===== src/rtl/pbit_pkg.sv =====
// Shared constants and state encoding for the p-bit local-field accumulator.
package pbit_pkg;

    localparam int FIELD_BITS = 6;
    localparam int FIELD_FRAC = 2;
    localparam int FIELD_MAX  = 31;
    localparam int FIELD_MIN  = -32;

    // IDLE: wait for start | ACCUM: add terms | SAT: clip to field | OUT: present field
    typedef enum logic [1:0] {
        IDLE  = 2'd0,
        ACCUM = 2'd1,
        SAT   = 2'd2,
        OUT   = 2'd3
    } pbit_state_e;

    localparam logic SPIN_POS = 1'b1;
    localparam logic SPIN_NEG = 1'b0;

endpackage


===== src/rtl/pbit_sat_add.sv =====
// Signed add of two IN_BITS operands, saturated to a signed OUT_BITS result with a clamp flag.
module pbit_sat_add #(
    parameter int IN_BITS  = 10,
    parameter int OUT_BITS = 10
) (
    input  logic signed [IN_BITS-1:0]  i_a,
    input  logic signed [IN_BITS-1:0]  i_b,
    output logic signed [OUT_BITS-1:0] o_sum,
    output logic                       o_clamp
);

    // Limits expressed at the one-bit-wider sum width so the compare is exact.
    localparam logic signed [IN_BITS:0] MAX_V =
        {{(IN_BITS-OUT_BITS+2){1'b0}}, {(OUT_BITS-1){1'b1}}};
    localparam logic signed [IN_BITS:0] MIN_V = ~MAX_V;

    logic signed [IN_BITS:0] w_sum;

    always_comb begin
        w_sum   = {i_a[IN_BITS-1], i_a} + {i_b[IN_BITS-1], i_b};
        o_sum   = w_sum[OUT_BITS-1:0];
        o_clamp = 1'b0;
        if (w_sum > MAX_V) begin
            o_sum   = MAX_V[OUT_BITS-1:0];
            o_clamp = 1'b1;
        end else if (w_sum < MIN_V) begin
            o_sum   = MIN_V[OUT_BITS-1:0];
            o_clamp = 1'b1;
        end
    end

endmodule


===== src/rtl/pbit_field_accum.sv =====
// Serial local-field builder: bias + sum(+/-w), saturated to s[3].[2] for fast_tanh.
// Optional macro PBIT_BETA_SHIFT_EN adds beta_shift (field scaled by 1/2/4/8 before clipping).
module pbit_field_accum
    import pbit_pkg::*;
#(
    parameter int WEIGHT_BITS = 6,
    parameter int BIAS_BITS   = 6,
    parameter int ACC_BITS    = 10
) (
    input  logic                          clk,
    input  logic                          reset,
    input  logic                          start_valid,
    output logic                          start_ready,
    input  logic signed [BIAS_BITS-1:0]   start_bias,
    input  logic                          start_empty,
`ifdef PBIT_BETA_SHIFT_EN
    input  logic [1:0]                    beta_shift,
`endif
    input  logic                          term_valid,
    output logic                          term_ready,
    input  logic signed [WEIGHT_BITS-1:0] term_weight,
    input  logic                          term_spin,
    input  logic                          term_last,
    output logic                          field_valid,
    input  logic                          field_ready,
    output logic signed [FIELD_BITS-1:0]  field_out,
    output logic                          acc_clamped
);

    pbit_state_e r_state, w_state_nxt;

    logic signed [ACC_BITS-1:0]    r_acc;
    logic signed [ACC_BITS-1:0]    w_acc_sum;
    logic                          w_acc_clamp;
    logic                          r_clamped;
    logic signed [FIELD_BITS-1:0]  r_field;
    logic signed [FIELD_BITS-1:0]  w_field_sat;
    logic                          w_field_sat_unused;
    logic signed [WEIGHT_BITS:0]   w_weight_ext;
    logic signed [WEIGHT_BITS:0]   w_addend;
    logic signed [ACC_BITS+2:0]    w_acc_scaled;
    logic                          w_start_acc;
    logic                          w_term_acc;

    assign w_start_acc = start_valid && (r_state == IDLE);
    assign w_term_acc  = term_valid && (r_state == ACCUM);

    // Negation at WEIGHT_BITS+1 so the most-negative weight flips without wrapping.
    assign w_weight_ext = (WEIGHT_BITS+1)'(term_weight);
    assign w_addend     = (term_spin == SPIN_POS) ? w_weight_ext : -w_weight_ext;

    pbit_sat_add #(.IN_BITS(ACC_BITS), .OUT_BITS(ACC_BITS)) u_acc_add (
        .i_a     (r_acc),
        .i_b     (ACC_BITS'(w_addend)),
        .o_sum   (w_acc_sum),
        .o_clamp (w_acc_clamp)
    );

`ifdef PBIT_BETA_SHIFT_EN
    logic [1:0] r_beta;
    assign w_acc_scaled = (ACC_BITS+3)'(r_acc) <<< r_beta;
`else
    assign w_acc_scaled = (ACC_BITS+3)'(r_acc);
`endif

    pbit_sat_add #(.IN_BITS(ACC_BITS+3), .OUT_BITS(FIELD_BITS)) u_field_sat (
        .i_a     (w_acc_scaled),
        .i_b     ('0),
        .o_sum   (w_field_sat),
        .o_clamp (w_field_sat_unused)
    );

    always_ff @(posedge clk or posedge reset) begin
        if (reset) r_state <= IDLE;
        else       r_state <= w_state_nxt;
    end

    always_comb begin
        w_state_nxt = r_state;
        start_ready = 1'b0;
        term_ready  = 1'b0;
        field_valid = 1'b0;
        case (r_state)
            IDLE: begin
                start_ready = !reset;
                if (w_start_acc) w_state_nxt = start_empty ? SAT : ACCUM;
            end
            ACCUM: begin
                term_ready = 1'b1;
                if (w_term_acc && term_last) w_state_nxt = SAT;
            end
            SAT: w_state_nxt = OUT;
            OUT: begin
                field_valid = 1'b1;
                if (field_ready) w_state_nxt = IDLE;
            end
            default: w_state_nxt = IDLE;
        endcase
    end

    always_ff @(posedge clk or posedge reset) begin
        if (reset) begin
            r_acc     <= '0;
            r_clamped <= 1'b0;
            r_field   <= '0;
`ifdef PBIT_BETA_SHIFT_EN
            r_beta    <= 2'd0;
`endif
        end else begin
            if (w_start_acc) begin
                r_acc     <= ACC_BITS'(start_bias);
                r_clamped <= 1'b0;
`ifdef PBIT_BETA_SHIFT_EN
                r_beta    <= beta_shift;
`endif
            end else if (w_term_acc) begin
                r_acc     <= w_acc_sum;
                r_clamped <= r_clamped | w_acc_clamp;
            end
            if (r_state == SAT) r_field <= w_field_sat;
        end
    end

    assign field_out   = r_field;
    assign acc_clamped = r_clamped;

endmodule


===== config.mk =====
export PLATFORM = sky130hd
export DESIGN_NAME = pbit_field_accum
export DESIGN_NICKNAME = d
export VERILOG_FILES = /design/src/rtl/pbit_pkg.sv /design/src/rtl/pbit_sat_add.sv /design/src/rtl/pbit_field_accum.sv
export SDC_FILE = /design/constraint.sdc
export NUM_CORES = 1
export LEC_CHECK = 0
export ABC_CLOCK_PERIOD_IN_PS = 2540
export CAP_MARGIN = 40
export CORE_ASPECT_RATIO = 0.8
export CORE_MARGIN = 1
export CORE_UTILIZATION = 30
export DETAILED_ROUTE_END_ITERATION = 10
export MAX_ROUTING_LAYER = met4
export PLACE_DENSITY = 0.53
export SYNTH_ARGS = -nofsm -noshare
export SYNTH_HDL_FRONTEND = slang
export SYNTH_SLANG_ARGS = --single-unit

===== constraint.sdc =====
create_clock -name clk -period 2.54 [get_ports clk]
set_input_delay 0.762 -clock clk [delete_from_list [all_inputs] [get_ports clk]]
set_output_delay 0.762 -clock clk [all_outputs]
set_load 0.01 [all_outputs]

==> Word-level counts from Yosys, hierarchy flattened <==
Cells that the tools add are included.
{ "totals": {"register_bits": 19, "latchBits": 0, "mem_bits_rw": 0, "mem_bits_ro": 0, "in_bits": 20, "out_inout_bits": 10, "wordCells": 43, "n_memories": 0} }
{ "op_classes": {"n_addsub": 2, "n_mul": 0, "div": 0, "n_lt_le_gt_ge": 4, "n_eq_ne": 6, "n_shift": 0, "mux": 19, "bitwise": 1, "n_reduce_logical": 7} }
{ "op_table": {"columns": ["operator", "count"], "rows": [
  ["10-bit two-way mux", 4],
  ["6-bit two-way mux", 2],
  ["10-bit by 7-bit adder with 11-bit output", 1],
  ["11-bit by 10-bit > comparator with 1-bit output (second input constant)", 1],
  ["11-bit by 10-bit < comparator with 1-bit output (second input constant)", 1],
  ["10-bit by 6-bit > comparator with 1-bit output (second input constant)", 1],
  ["10-bit by 6-bit < comparator with 1-bit output (second input constant)", 1],
  ["2-bit two-way mux", 4],
  ["2-bit one-hot mux with 4 select lines", 1],
  ["1-bit two-way mux", 7],
  ["7-bit two-way mux", 1],
  ["6-bit negator with 7-bit output", 1],
  ["2-bit == test (second input constant)", 2],
  ["2-bit inequality test (second input constant)", 2],
  ["1-bit logical AND", 3],
  ["3-bit AND reduction", 1],
  ["2-bit by 1-bit == test with 1-bit output (second input constant)", 1],
  ["2-bit logical NOT", 1],
  ["2-bit by 1-bit inequality test with 1-bit output (second input constant)", 1],
  ["2-bit nonzero test", 1],
  ["1-bit logical NOT", 1],
  ["1-bit bitwise OR", 1]
]} }

==> Logic depth before layout (Yosys ltp) <==
{ "depth": {"word_depth": 9, "mapped_depth": 11, "ltp_nobuf": 11} }

==> Modules after synthesis <==
A second synthesis with hierarchy kept.
{ "hier_totals": {"hier_cells": 321, "hier_area_um2": 2662.6} }
{ "by_module_without_submodules": {"columns": ["mod", "instances", "cells_per_inst", "area_each_um2", "seq_area_each_um2"], "rows": [
  ["pbit_field_accum", 1, 99, 1003.5, 475.5],
  ["pbit_sat_add at u_field_sat", 1, 113, 884.6, 0.0],
  ["pbit_sat_add at u_acc_add", 1, 109, 774.5, 0.0]
]} }

==> Worst setup path after synthesis <==
OpenSTA, ideal clock, no wires.
{ "synth_path": {"kind": "input to register", "from": "input port term_weight[0]", "to": "register r_acc[5]", "setup_ps": 134, "arrival_ps": 3055, "t_required_ps": 2406, "slack_ps": -648, "path_stages": 10, "n_path_buf": 0, "path_cell_list": "inv_1 > ha_1 > mux2_2 > ha_1 > a21o_1 > a221o_1 > a31o_4 > mux2_4 > a221oi_4 > a21oi_1"} }
{ "synth_via": {"elab_chain_cells": 8, "word_cells_on_any_way": 9, "classes_between": "add/sub: 2; order compare: 2; mux: 5"} }
{ "synth_lines": {"columns": ["item", "line", "source"], "rows": [
  ["start: declaration", "pbit_field_accum.sv:21", "input logic signed [WEIGHT_BITS-1:0] term_weight,"],
  ["6-bit negator with 7-bit output", "pbit_field_accum.sv:50", "assign w_addend = (term_spin == SPIN_POS) ? w_weight_ext : -w_weight_ext;"],
  ["7-bit two-way mux *", "pbit_field_accum.sv:50", null],
  ["10-bit by 7-bit adder with 11-bit output *", "pbit_sat_add.sv:20", "w_sum = {i_a[IN_BITS-1], i_a} + {i_b[IN_BITS-1], i_b};"],
  ["11-bit by 10-bit < comparator with 1-bit output", "pbit_sat_add.sv:26", "end else if (w_sum < MIN_V) begin"],
  ["10-bit two-way mux", "pbit_sat_add.sv:26", null],
  ["10-bit two-way mux *", "pbit_sat_add.sv:23", "if (w_sum > MAX_V) begin"],
  ["10-bit two-way mux *", "pbit_field_accum.sv:116", "end else if (w_term_acc) begin"],
  ["10-bit two-way mux *", "pbit_field_accum.sv:110", "if (w_start_acc) begin"],
  ["end signal: assignment", "pbit_field_accum.sv:111", "r_acc <= ACC_BITS'(start_bias);"],
  ["end signal: assignment", "pbit_field_accum.sv:117", "r_acc <= w_acc_sum;"],
  ["end: declaration", "pbit_field_accum.sv:32", "logic signed [ACC_BITS-1:0] r_acc;"]
]} }
Every way passes the cells marked *; elsewhere a longest branch is shown, timed or not. The select of a mux whose other input is x is not followed.
A chain may end at the register's enable or synchronous reset.

==> Final worst setup path <==
{ "layout_path": {"from": "input port term_weight[1]", "to": "register r_acc[6]"} }
Same word-level chain as after synthesis.

==> flow_metrics.env <==
export IMPL_status="finished with violations"
export IMPL_violations="negative setup slack"
export IMPL_firstDrtPassIters=6
export IMPL_clk_pin_slew_ns=0.07
export IMPL_die_w_um=82.6
export IMPL_synth_area_leaders="dfrtp_1 30%, ha_1 14%, nand2_1 4.3%"
export IMPL_ys_seq_area_share_pct=30.5
export IMPL_clock_latency_ns=0.25
export IMPL_synthesis_nets=217
export IMPL_routedWlPerCell_um=12.8
export IMPL_syn_avg_cell_area_um2=8.77
export IMPL_relSlewSlack_pct=53.4
export IMPL_diodes=0
export IMPL_worstRegToRegCells=7
export IMPL_layout_min_cycle_time_ns=3.00
export IMPL_p_leak_nw=1.21
export IMPL_portBuffers=29
export IMPL_yosysTopAreaCell="dfrtp_1"
export IMPL_cts_buffer_depth=2
export IMPL_crit_start="term_weight[1]"
export IMPL_critPathKind="in -> reg"
export IMPL_powerDensity_mw_per_mm2=1200
export IMPL_place_congestion=0.841
export IMPL_grt_setup_unrepaired="true"
export IMPL_ys_flop_type="dfrtp_1"
export IMPL_final_common_cell="buf_4"
export IMPL_fin_skew_ns=0.00235
export IMPL_track_usage_pct=17.5
export IMPL_postPlaceCellArea_mm2=0.00232
export IMPL_cp_required_ns=2.67
export IMPL_grt_pass1_vias=1529
export IMPL_drc_errors=0
export IMPL_grt_overflow=0
export IMPL_ir_drop_mv=0.632
export IMPL_yosys_warnings=0
export IMPL_dp_hpwl_um=3320
export IMPL_die_area_mm2=0.00549
export IMPL_fin_crit_sh_pct=118
export IMPL_synth_top_cell_area_share_pct=30.5
export IMPL_critical_path_endpoint_type="flop"
export IMPL_maxCapViolCount=0
export IMPL_fin_area_mm2=0.00261
export IMPL_areaGrowthSynthToFinish_pct=67.4
export IMPL_reg2reg_slack_ns=0.07
export IMPL_timing_rr_end="r_acc[6]"
export IMPL_ant_nets=0
export IMPL_cts_root_buf="clkbuf_8"
export IMPL_fin_setup_tns_ns=-4.08
export IMPL_drt_wl_total_um=4170
export IMPL_boundaryPins=30
export IMPL_async_reset_ff_share_pct=100
export IMPL_cts_hold_buf=0
export IMPL_synth_cells=178
export IMPL_finalSetupViolations=11
export IMPL_grt_start_max_net_pins=20
export IMPL_synthesis_area_mm2=0.00156
export IMPL_endpoint="r_acc[6]"
export IMPL_timing_fmax_ghz=0.334
export IMPL_grt_pass1_wl_um=7100
export IMPL_numCtsBuffers=3
export IMPL_maxSlewViolCount=0
export IMPL_timing_hold_violations_final=0
export IMPL_cts_tree="built"
export IMPL_cp_start_kind="input pin"
export IMPL_antenna_found_initial=0
export IMPL_num_rows=23
export IMPL_clock_sinks=19
export IMPL_layout_setup_ws_ns=-0.457
export IMPL_tightest_slew_ns=0.699
export IMPL_r2r_start="r_acc[3]"
export IMPL_core_mm2=0.00501
export IMPL_synth_edf_count=0
export IMPL_synth_seq_cells=19
export IMPL_worst_hold_path_type="reg -> reg"
export IMPL_die_h_um=66.5
export IMPL_initial_core_util_pct=31.2
export IMPL_viasPerCell=4.84
export IMPL_crit_arrival_ns=3.12
export IMPL_drtIter0Drc=105
export IMPL_whs_ns=0.508
export IMPL_nNetsFinal=303
export IMPL_cp_max_fo=4
export IMPL_vias=1573
export IMPL_htree_num_levels=1
export IMPL_ys_types=35
export IMPL_layout_drive_gt1_share_pct=37.6
export IMPL_final_cell_mix="49 x buf_4, 21 x clkdlybuf4s50_1, 19 x dfrtp_1"
export IMPL_total_power_mw=3.14
-- layer usage --
layer,GRT usage (%),wire length [um],up-vias,part of all wire (%)
li1,-,-,823,-
met1,25.1,2120,722,51
met2,27.0,1910,24,46
met3,1.23,112,4,2.7
met4,3.88,27,0,0.65
met5,-,0,-,0
-- logic make-up after synthesis --
logic type	after synthesis	synth area share, %
xor+xnor	12	6.74
simple gates	51	14.2
mux	3	2.41
flops	19	30.5
buf+inv	17	4.09
compound gates	57	26.4
fa+ha+maj	19	15.7
-- state kept, by name (all words and copies together) (netlist names) --
register,cells
r_acc,10
field_out,6
r_state,2
acc_clamped,1
-- synth_stat cells, drive strengths merged (2+ instances only) --
master	n
xnor2	5
nand2b	3
a21oi	13
nand2	18
mux2	3
nand3	3
o22ai	9
xor2	7
nor2	18
a311oi	2
a31oi	4
o211ai	6
inv	15
and3	2
a22oi	5
ha	18
clkbuf	2
a21o	6
a221oi	2
nor3	3
dfrtp	19
o21ai	5
-- worst max-delay path: stages --
cell and delay [ns]:
buf_8 0.11, inv_12 0.03, ha_4 0.22, mux2_4 0.29, ha_4 0.23, a21o_1 0.16, a221o_1 0.33, a31o_4 0.24
mux2_4 0.32, a221oi_4 0.32, a21oi_1 0.11
-- through the flow --
step	utilization (%)	setup slack, ns	instances
final	52.2	-0.457	325
after CTS	50.4	-0.592	320
after global placement	46.3	-1.21	311
after global routing	52.2	-0.583	325
after detailed placement	46.3	-1.23	311
after floorplan	-	-0.531	178
-- power breakdown --
part           leakage, nW  switching (mW)  total (mW)  internal [mW]
Sequential           0.230           0.159       0.620          0.461
Combinational        0.959            1.07        2.31           1.24
Clock               0.0255           0.101       0.210          0.109
-- what timing repair did --
action,in CTS,in global routing
hold endpoints to repair,0,0
gates resized for setup,50,16
buffers inserted,5,6
gates cloned,0,0
pin swaps,21,19
setup endpoints to repair,12,11
-- worst min-delay path by stage --
stage / startpoint / end / cells past startpoint
floorplan: r_acc[9] / r_acc[9] / 1
global placement: field_out[5] / field_out[5] / 1
detailed placement: field_out[5] / field_out[5] / 1
CTS: field_out[5] / field_out[5] / 1
global route: field_out[5] / field_out[5] / 1
finish: field_out[5] / field_out[5] / 1
-- area by class of cell --
class	instances	area, um^2
Clock buffer	3	41.3
Clock inverter	1	5.00
Fill cell	497	2390
Tap cell	62	77.6
Multi-Input combinational cell	142	1230
Timing Repair Buffer	83	712
Inverter	15	71.3
Sequential cell	19	475
No activity file was read; power rests on OpenSTA's default activity.
